[config.mk]
export PLATFORM = sky130hd
export DESIGN_NAME = fallback_host_agent_flat
export DESIGN_NICKNAME = d
export VERILOG_FILES = /design/src/rtl/fallback_host_agent_if.sv /design/src/rtl/fallback_host_agent.sv /design/src/flat_wrapper.sv
export SDC_FILE = /design/constraint.sdc
export NUM_CORES = 1
export LEC_CHECK = 0
export ABC_CLOCK_PERIOD_IN_PS = 1900
export BUFFER_PORTS_ARGS = -buffer_cell sky130_fd_sc_hd__buf_2
export CORE_MARGIN = 5
export CORE_UTILIZATION = 48
export DETAILED_ROUTE_END_ITERATION = 7
export PLACE_DENSITY_LB_ADDON = 0.1
export SKIP_CTS_REPAIR_TIMING = 1
export SLEW_MARGIN = 20
export SYNTH_ARGS = -nofsm -noshare
export SYNTH_HDL_FRONTEND = slang
export SYNTH_SLANG_ARGS = --single-unit
[constraint.sdc]
create_clock -name clk -period 1.9 [get_ports clk]
set_input_delay 0.38 -clock clk [delete_from_list [all_inputs] [get_ports clk]]
set_output_delay 0.38 -clock clk [all_outputs]
set_load 0.005 [all_outputs]
[src/rtl/fallback_host_agent_if.sv]
// Handshake bundle between the fallback host agent and its neighbours.
// master: agent side (pop, dispatch, resolve); slave: queue/engine/HDU side.
`ifndef HDU_FUNC_ID_WIDTH
`define HDU_FUNC_ID_WIDTH 16
`endif

interface fallback_host_agent_if #(
    parameter int AW = 2
);
    localparam int FW = `HDU_FUNC_ID_WIDTH;

    // fallback IRQ queue
    logic          irq_valid;
    logic [63:0]   irq_data;
    logic          host_ready;

    // dispatch request to the software-fallback engine
    logic          disp_valid;
    logic          disp_ready;
    logic [FW-1:0] disp_func_id;
    logic [47:0]   disp_token;
    logic [AW-1:0] disp_attempt;

    // completion from the engine
    logic          cpl_valid;
    logic          cpl_ok;

    // resolution back to the HDU
    logic          rsv_valid;
    logic          rsv_ready;
    logic [FW-1:0] rsv_func_id;
    logic [47:0]   rsv_token;
    logic [1:0]    rsv_status;

    modport master (
        input  irq_valid, irq_data,
        output host_ready,
        output disp_valid, disp_func_id, disp_token, disp_attempt,
        input  disp_ready,
        input  cpl_valid, cpl_ok,
        output rsv_valid, rsv_func_id, rsv_token, rsv_status,
        input  rsv_ready
    );

    modport slave (
        output irq_valid, irq_data,
        input  host_ready,
        input  disp_valid, disp_func_id, disp_token, disp_attempt,
        output disp_ready,
        output cpl_valid, cpl_ok,
        input  rsv_valid, rsv_func_id, rsv_token, rsv_status,
        output rsv_ready
    );
endinterface

[src/rtl/fallback_host_agent.sv]
// Host-side consumer of the HDU fallback IRQ queue: pops one failure record,
// dispatches it to the software-fallback engine with retries, and resolves it.
//
// Ports:
//   clk, rst_n    clock, asynchronous active-low reset
//   bus (master)  irq pop, dispatch request, completion, resolution
//   busy          agent is handling a record (state != IDLE)
//   ok_cnt        saturating count of ok resolutions
//   err_cnt       saturating count of fail/timeout resolutions
`ifndef HDU_FUNC_ID_WIDTH
`define HDU_FUNC_ID_WIDTH 16
`endif

module fallback_host_agent #(
    parameter int TIMEOUT_CYCLES = 1024,
    parameter int MAX_RETRY      = 2,
    parameter int CNT_W          = 16,
    localparam int AW            = $clog2(MAX_RETRY + 2)
) (
    input  logic                 clk,
    input  logic                 rst_n,
    fallback_host_agent_if.master bus,
    output logic                 busy,
    output logic [CNT_W-1:0]     ok_cnt,
    output logic [CNT_W-1:0]     err_cnt
);

    localparam int FW = `HDU_FUNC_ID_WIDTH;
    localparam int TW = $clog2(TIMEOUT_CYCLES);

    localparam logic [1:0] ST_OK   = 2'b00;
    localparam logic [1:0] ST_FAIL = 2'b01;
    localparam logic [1:0] ST_TMO  = 2'b10;

    localparam logic [TW-1:0] TMO_LAST  = TW'(TIMEOUT_CYCLES - 1);
    localparam logic [AW-1:0] RETRY_MAX = AW'(MAX_RETRY);

    typedef enum logic [2:0] {
        S_IDLE,
        S_POP,
        S_CAPTURE,
        S_DISPATCH,
        S_WAIT_CPL,
        S_RESOLVE
    } state_t;

    state_t           r_state;
    logic             r_host_ready;
    logic             r_disp_valid;
    logic             r_rsv_valid;
    logic [1:0]       r_rsv_status;
    logic [FW-1:0]    r_func_id;
    logic [47:0]      r_token;
    logic [AW-1:0]    r_attempt;
    logic [TW-1:0]    r_timer;
    logic [CNT_W-1:0] r_ok_cnt;
    logic [CNT_W-1:0] r_err_cnt;

    always_ff @(posedge clk or negedge rst_n) begin
        if (!rst_n) begin
            r_state      <= S_IDLE;
            r_host_ready <= 1'b0;
            r_disp_valid <= 1'b0;
            r_rsv_valid  <= 1'b0;
            r_rsv_status <= 2'b00;
            r_func_id    <= '0;
            r_token      <= '0;
            r_attempt    <= '0;
            r_timer      <= '0;
            r_ok_cnt     <= '0;
            r_err_cnt    <= '0;
        end else begin
            unique case (r_state)
                S_IDLE: begin
                    if (bus.irq_valid) begin
                        r_host_ready <= 1'b1;
                        r_state      <= S_POP;
                    end
                end

                // single-cycle pop strobe; queue presents data next cycle
                S_POP: begin
                    r_host_ready <= 1'b0;
                    r_state      <= S_CAPTURE;
                end

                S_CAPTURE: begin
                    r_func_id    <= FW'(bus.irq_data[63:48]);
                    r_token      <= bus.irq_data[47:0];
                    r_attempt    <= '0;
                    r_disp_valid <= 1'b1;
                    r_state      <= S_DISPATCH;
                end

                S_DISPATCH: begin
                    if (bus.disp_ready) begin
                        r_disp_valid <= 1'b0;
                        r_timer      <= '0;
                        r_state      <= S_WAIT_CPL;
                    end
                end

                // a completion on the last timer cycle takes priority
                S_WAIT_CPL: begin
                    r_timer <= r_timer + 1'b1;
                    if (bus.cpl_valid && bus.cpl_ok) begin
                        r_rsv_status <= ST_OK;
                        r_rsv_valid  <= 1'b1;
                        r_state      <= S_RESOLVE;
                    end else if (bus.cpl_valid) begin
                        if (r_attempt < RETRY_MAX) begin
                            r_attempt    <= r_attempt + 1'b1;
                            r_disp_valid <= 1'b1;
                            r_state      <= S_DISPATCH;
                        end else begin
                            r_rsv_status <= ST_FAIL;
                            r_rsv_valid  <= 1'b1;
                            r_state      <= S_RESOLVE;
                        end
                    end else if (r_timer == TMO_LAST) begin
                        r_rsv_status <= ST_TMO;
                        r_rsv_valid  <= 1'b1;
                        r_state      <= S_RESOLVE;
                    end
                end

                S_RESOLVE: begin
                    if (bus.rsv_ready) begin
                        r_rsv_valid <= 1'b0;
                        r_state     <= S_IDLE;
                        if (r_rsv_status == ST_OK) begin
                            if (r_ok_cnt != '1) begin
                                r_ok_cnt <= r_ok_cnt + 1'b1;
                            end
                        end else begin
                            if (r_err_cnt != '1) begin
                                r_err_cnt <= r_err_cnt + 1'b1;
                            end
                        end
                    end
                end

                default: begin
                    r_host_ready <= 1'b0;
                    r_disp_valid <= 1'b0;
                    r_rsv_valid  <= 1'b0;
                    r_state      <= S_IDLE;
                end
            endcase
        end
    end

    // payload registers feed both the dispatch and resolution buses
    assign bus.host_ready   = r_host_ready;
    assign bus.disp_valid   = r_disp_valid;
    assign bus.disp_func_id = r_func_id;
    assign bus.disp_token   = r_token;
    assign bus.disp_attempt = r_attempt;
    assign bus.rsv_valid    = r_rsv_valid;
    assign bus.rsv_func_id  = r_func_id;
    assign bus.rsv_token    = r_token;
    assign bus.rsv_status   = r_rsv_status;

    assign busy    = (r_state != S_IDLE);
    assign ok_cnt  = r_ok_cnt;
    assign err_cnt = r_err_cnt;

endmodule

[src/flat_wrapper.sv]
// flat-port wrapper written by rule: the top's interface ports become plain ports
module fallback_host_agent_flat 
#(
    parameter int TIMEOUT_CYCLES = 1024,
    parameter int MAX_RETRY      = 2,
    parameter int CNT_W          = 16,
    localparam int AW            = $clog2(MAX_RETRY + 2)
)
  (clk, rst_n, busy, ok_cnt, err_cnt, bus_irq_valid, bus_irq_data, bus_host_ready, bus_disp_valid, bus_disp_func_id, bus_disp_token, bus_disp_attempt, bus_disp_ready, bus_cpl_valid, bus_cpl_ok, bus_rsv_valid, bus_rsv_func_id, bus_rsv_token, bus_rsv_status, bus_rsv_ready);
  fallback_host_agent_if #(.AW(2)) bus_i ();
  input  logic clk;
  input  logic rst_n;
  output logic busy;
  output logic [CNT_W-1:0] ok_cnt;
  output logic [CNT_W-1:0] err_cnt;
  input wire logic [$bits(bus_i.irq_valid)-1:0] bus_irq_valid;
  input wire logic [$bits(bus_i.irq_data)-1:0] bus_irq_data;
  output wire logic [$bits(bus_i.host_ready)-1:0] bus_host_ready;
  output wire logic [$bits(bus_i.disp_valid)-1:0] bus_disp_valid;
  output wire logic [$bits(bus_i.disp_func_id)-1:0] bus_disp_func_id;
  output wire logic [$bits(bus_i.disp_token)-1:0] bus_disp_token;
  output wire logic [$bits(bus_i.disp_attempt)-1:0] bus_disp_attempt;
  input wire logic [$bits(bus_i.disp_ready)-1:0] bus_disp_ready;
  input wire logic [$bits(bus_i.cpl_valid)-1:0] bus_cpl_valid;
  input wire logic [$bits(bus_i.cpl_ok)-1:0] bus_cpl_ok;
  output wire logic [$bits(bus_i.rsv_valid)-1:0] bus_rsv_valid;
  output wire logic [$bits(bus_i.rsv_func_id)-1:0] bus_rsv_func_id;
  output wire logic [$bits(bus_i.rsv_token)-1:0] bus_rsv_token;
  output wire logic [$bits(bus_i.rsv_status)-1:0] bus_rsv_status;
  input wire logic [$bits(bus_i.rsv_ready)-1:0] bus_rsv_ready;
  assign bus_i.irq_valid = bus_irq_valid;
  assign bus_i.irq_data = bus_irq_data;
  assign bus_host_ready = bus_i.host_ready;
  assign bus_disp_valid = bus_i.disp_valid;
  assign bus_disp_func_id = bus_i.disp_func_id;
  assign bus_disp_token = bus_i.disp_token;
  assign bus_disp_attempt = bus_i.disp_attempt;
  assign bus_i.disp_ready = bus_disp_ready;
  assign bus_i.cpl_valid = bus_cpl_valid;
  assign bus_i.cpl_ok = bus_cpl_ok;
  assign bus_rsv_valid = bus_i.rsv_valid;
  assign bus_rsv_func_id = bus_i.rsv_func_id;
  assign bus_rsv_token = bus_i.rsv_token;
  assign bus_rsv_status = bus_i.rsv_status;
  assign bus_i.rsv_ready = bus_rsv_ready;
  fallback_host_agent #(.TIMEOUT_CYCLES(TIMEOUT_CYCLES), .MAX_RETRY(MAX_RETRY), .CNT_W(CNT_W)) u_core (.clk(clk), .rst_n(rst_n), .bus(bus_i), .busy(busy), .ok_cnt(ok_cnt), .err_cnt(err_cnt));
endmodule
==> results.toml, run 1 <==
[die]
core_mm2 = 0.0114
start_util_pct = 48.9
design.die.area_mm2 = 0.0138
rows = 39
die_width_um = 118
pin_count = 239
die_h_um = 118

[timing]
max_freq_mhz = 557
hold_viol = 0
final.setup_skew_ns = 0.00714
fin_ws_ns = 0.103
worstMarginPinSlew_ns = 0.548
max-slew-margin-rel_pct = 62.9
rsz0062_at_grt = "false"
period_share_pct = 94.6
finalMaxSlewViolations = 0
setup_tns_ns = 0
min_period_ns = 1.80
holdWs_ns = 0.184
finalSetupViolCount = 0

[setup_path]
critical_path_buf_inv_count = 1
worstRegToRegCells = 5
cp_num_cells = 5
path_class = "register to register"
crit_slowest_cell = "or3b_1"
critPathTopFamily = "simple AND/OR/NAND/NOR gates"
worstSetupStartpoint = "u_core.r_state[2]"
worstSetupEndpoint = "u_core.r_timer[9]"
critPathLaunchType = "register"
reg2reg_slack_ns = 0.10
timing.rr.start = "u_core.r_state[2]"
cpPeakStageDelay_ns = 0.47
end_kind = "register"
r2r_end = "u_core.r_timer[9]"
critPathArrivalTime_ns = 2.07
required_ns = 2.18
crit_chain = "buf_4 -> or3b_1 -> and2_1 -> o21ai_1 -> o21ai_0"
crit_fanout = 10

[layout]
final_util_pct = 63.3
antenna_cells = 0
fin_area_mm2 = 0.00720
stdcell_count = 819
nNetsFinal = 738
drive_gt1_share_pct = 44.5
synthToLayoutAreaGrowth_pct = 29.5

[power]
power_density_mw_per_mm2 = 1550
peakVddDrop_mv = 0.871
power.total_mw = 11.2
power_leakage_nw = 3.70

[yosys]
synth_nets = 540
yosys_warnings = 0
async_flop_share_pct = 100
synth_ff_type = "dfrtp_1"
synth_commonest_cells = "dfrtp_1, mux2_1, buf_4"
yosysSeqAreaShare_pct = 52.2
synth_top_area_share_pct = 52.2
yosysTopAreaCell = "dfrtp_1"
yosysMostFrequentCell = "dfrtp_1"
synth_edf_count = 0
synth_area_leaders = "dfrtp_1, mux2_1, buf_4"
synth_area_mm2 = 0.00556
postSynthCellCount = 466
syn-mean-instance-area_um2 = 11.9
ys_ff_latch = 116
ys_types = 55

[route]
ant_nets = 0
drt_wl_total_um = 13600
viasPerCell = 5.11
dr.pass1.iters = 5
wl_per_cell_um = 16.6
dr.first_iter.drc_count = 188
drc = 0
routed-via-count = 4186

[clock_tree]
clkTransAtPathRegs_ns = 0.05
cts.sinks = 116
htreeDepth = 4
cts_inserted_buffers = 17
root_buffer = "clkbuf_16"
clock_path_buffers = 2
cts_tree = "built"
clock_latency_ns = 0.40

[place]
post-place-ws_ns = 0.139
io_buffers = 238
place_area_mm2 = 0.00656
place_congestion = 0.874
dpl.hpwl_um = 10400
dp_cells = 787

[global_routing]
antenna_found_initial = 0
grtUsageTotal_pct = 19.7
first_global_vias = 4129
grt_max_degree = 52
grt_pass1_wl_um = 22200
grt_overflow = 0

[hold_path]
worst_hold_path.num_cells = 2
hp-class = "input pin to register"

[status]
status = "completed"

[flow_run]
maxCapViolCount = 0
## how the worst min path moves through the flow
stage | slack [ns] | end | startpoint
finish | 0.18 | u_core.bus.disp_token[8] | bus_irq_data[8]
global route | 0.17 | u_core.bus.disp_token[47] | bus_irq_data[47]
CTS | -0.06 | u_core.bus.disp_attempt[0] | rst_n
detailed placement | 0.38 | u_core.bus.disp_attempt[0] | rst_n
global placement | 0.38 | u_core.bus.disp_attempt[0] | rst_n
floorplan | 0.08 | u_core.bus.disp_attempt[0] | rst_n
## flip-flops by register name (all words and copies together) (netlist names)
name	cells
u_core.r_timer	10
u_core.bus.disp_token	48
u_core.bus.rsv_status	2
u_core.bus.rsv_valid	1
u_core.bus.disp_func_id	16
u_core.r_state	3
u_core.ok_cnt	16
u_core.bus.disp_valid	1
u_core.err_cnt	16
u_core.bus.host_ready	1
u_core.bus.disp_attempt	2
## power by group
group	leakage [nW]	internal, mW	switching, mW	total (mW)
Clock	0.308	2.32	1.07	3.39
Combinational	1.95	2.02	1.77	3.79
Sequential	1.44	3.33	0.638	3.97
## per-layer routing
layer  global-route usage, %  wire length (µm)
met2                    31.9              6820
met4                    6.45               174
met1                    25.0              5720
met3                    6.54               861
met5                       0                 0
## cell usage in the layout, fill, tap and decap left out, types with 9 or more instances in the layout
cell type    n
nand3_1     17
dfrtp_1    116
and3_1      10
buf_4       18
inv_1       10
xor2_1      18
a21oi_1     11
buf_2      237
nor2_1      12
nand2_1     20
o21ai_0     11
mux2_1      69
clkbuf_16   17
nor3_1      11
nand4_1      9
## final cells by class
type	count	area (µm²)
clock buffers	22	484
clock inverters	9	150
well taps	143	179
inverters	10	37.5
repair buffers	259	1390
multi-input cells	260	2060
fillers	943	4170
flip-flops and latches	116	2900
## cell families (layout without fill, tap and decap cells)
group	count (synthesis)	in the layout	share of synthesized area, %
compound gates	48	48	5.47
fa+ha+maj	3	3	0.675
mux	72	72	14.6
buf+inv	90	300	10.9
flops	116	116	52.2
simple gates	114	114	12.6
xor+xnor	23	23	3.62
No activity file was read; power rests on OpenSTA's default activity.
==> run 2: changes to the inputs <==
CORE_MARGIN = default   (was 5)
PLACE_DENSITY = 0.86   (was default)
PLACE_DENSITY_LB_ADDON = default   (was 0.1)
==> run 2 against run 1 <==
Against the previous run:
- total power about the same
- register-to-register slack got worse by 0.03 ns
- sequential share of layout area decreased by 0.052 points
- largest cell class unchanged
- die area decreased by 13%
- hold slack got worse by 0.0024 ns
- design area increased by 0.17%
- clock-buffer cell count decreased by 1
- combinational power increased by 1%
==> results.toml, run 2 (same netlist as run 1, synthesis figures left out) <==
[die]
die_width_um = 110
start_util_pct = 50.2
core_mm2 = 0.0111
rows = 38
design.die.area_mm2 = 0.0120
die_h_um = 110
pin_count = 239

[setup_path]
path_class = "register to register"
worstRegToRegCells = 6
worstSetupStartpoint = "u_core.err_cnt[0]"
critPathArrivalTime_ns = 2.16
worstSetupEndpoint = "u_core.err_cnt[4]"
crit_fanout = 5
required_ns = 2.23
cpPeakStageDelay_ns = 0.44
reg2reg_slack_ns = 0.07
end_kind = "register"
critPathLaunchType = "register"
crit_slowest_cell = "dfrtp_2"
r2r_end = "u_core.err_cnt[4]"
timing.rr.start = "u_core.err_cnt[0]"
crit_chain = "ha_2 -> nand4_1 -> and4bb_2 -> buf_4 -> nor4b_2 -> xor2_1"

[clock_tree]
clock_latency_ns = 0.41
clock_path_buffers = 2
htreeDepth = 4
cts_inserted_buffers = 17
root_buffer = "clkbuf_16"
cts_tree = "built"
cts.sinks = 116
clkTransAtPathRegs_ns = 0.05

[place]
place_congestion = 0.886
io_buffers = 238
dp_cells = 785
place_area_mm2 = 0.00656
dpl.hpwl_um = 10000
post-place-ws_ns = 0.00419

[global_routing]
grt_max_degree = 46
grt_pass1_wl_um = 20000
grtUsageTotal_pct = 22.2
antenna_found_initial = 0
first_global_vias = 3985
grt_overflow = 0

[layout]
largest_register_ffs = 48
antenna_cells = 0
synthToLayoutAreaGrowth_pct = 29.7
fin_area_mm2 = 0.00721
nNetsFinal = 742
layout_commonest_cell = "buf_2"
final_util_pct = 65.1
final_cell_mix = "buf_2, dfrtp_1, mux2_1, buf_4, nand2_1"
nFillCells = 816
stdcell_count = 821
drive_gt1_share_pct = 45.1

[route]
highest_layer = "met4"
ant_nets = 0
wl_met2_um = 7080
routed-via-count = 4294
drt_wl_total_um = 13500
drc = 0
dr.first_iter.drc_count = 270
dr_wl_met3_um = 790
wl_per_cell_um = 16.4
dr.pass1.iters = 4
viasPerCell = 5.23
m1WireLength_um = 5340

[flow_run]
maxCapViolCount = 0

[power]
combPwrFrac_pct = 34.4
power.switching_mw = 3.58
power_leakage_nw = 3.72
seq_power_share_pct = 36.1
pwr-share-clk_pct = 29.5
power.total_mw = 11.2
p_int_mw = 7.57
power_density_mw_per_mm2 = 1550
peakVddDrop_mv = 1.03
swShare_pct = 32.1

[timing]
hold_viol = 0
rsz0062_at_grt = "true"
max_freq_mhz = 547
max-slew-margin-rel_pct = 69.9
finalMaxSlewViolations = 0
setup_tns_ns = 0
final.setup_skew_ns = 0.00517
min_period_ns = 1.83
finalSetupViolCount = 0
fin_ws_ns = 0.0734
worstMarginPinSlew_ns = 0.451
period_share_pct = 96.1
holdWs_ns = 0.181

[status]
status = "completed"

[hold_path]
hp-class = "input pin to register"
==> run 2: area by class of cell <==
cell class / count / area (µm²) / area share, %
clock buffers: 21 / 450 / 6.24
well taps: 140 / 175 / 2.43
inverters: 10 / 37.5 / 0.520
flip-flops and latches: 116 / 2900 / 40.3
repair buffers: 263 / 1420 / 19.7
multi-input cells: 260 / 2070 / 28.7
clock inverters: 11 / 158 / 2.19
==> run 2: power by group through the flow <==
stage	clock network, mW	logic [mW]	registers [mW]
floorplan	0	2.68	4.02
global placement	0	3.74	3.96
detailed placement	0	3.86	4.04
CTS	3.34	3.87	4.01
global route	3.46	4.23	4.13
finish	3.29	3.83	4.03
==> run 2: critical path, delay by kind of cell, from the launching register on <==
kind	cells	cell delay, ns
AND/OR/NAND/NOR	3	0.76
flip-flops	1	0.44
adder cells (fa/ha/maj)	1	0.22
XOR/XNOR	1	0.17
buffers and inverters	1	0.16
==> run 2: worst min path at each step <==
stage | start | end | slack, ns | cells after the start
5_1_grt | bus_irq_data[45] | u_core.bus.disp_token[45] | 0.17 | 2
2_1_floorplan | rst_n | u_core.bus.disp_attempt[0] | 0.08 | 0
6_report | bus_irq_data[36] | u_core.bus.disp_token[36] | 0.18 | 2
3_5_place_dp | rst_n | u_core.bus.disp_token[45] | 0.36 | 1
4_1_cts | rst_n | u_core.bus.disp_token[45] | -0.08 | 1
3_3_place_gp | rst_n | u_core.bus.disp_token[45] | 0.36 | 1
==> run 2: per-layer routing <==
layer,GRT usage (%),up-vias
met5,0,-
met4,11.2,0
met3,5.16,22
met2,38.1,168
met1,26.0,2110
li1,-,1994
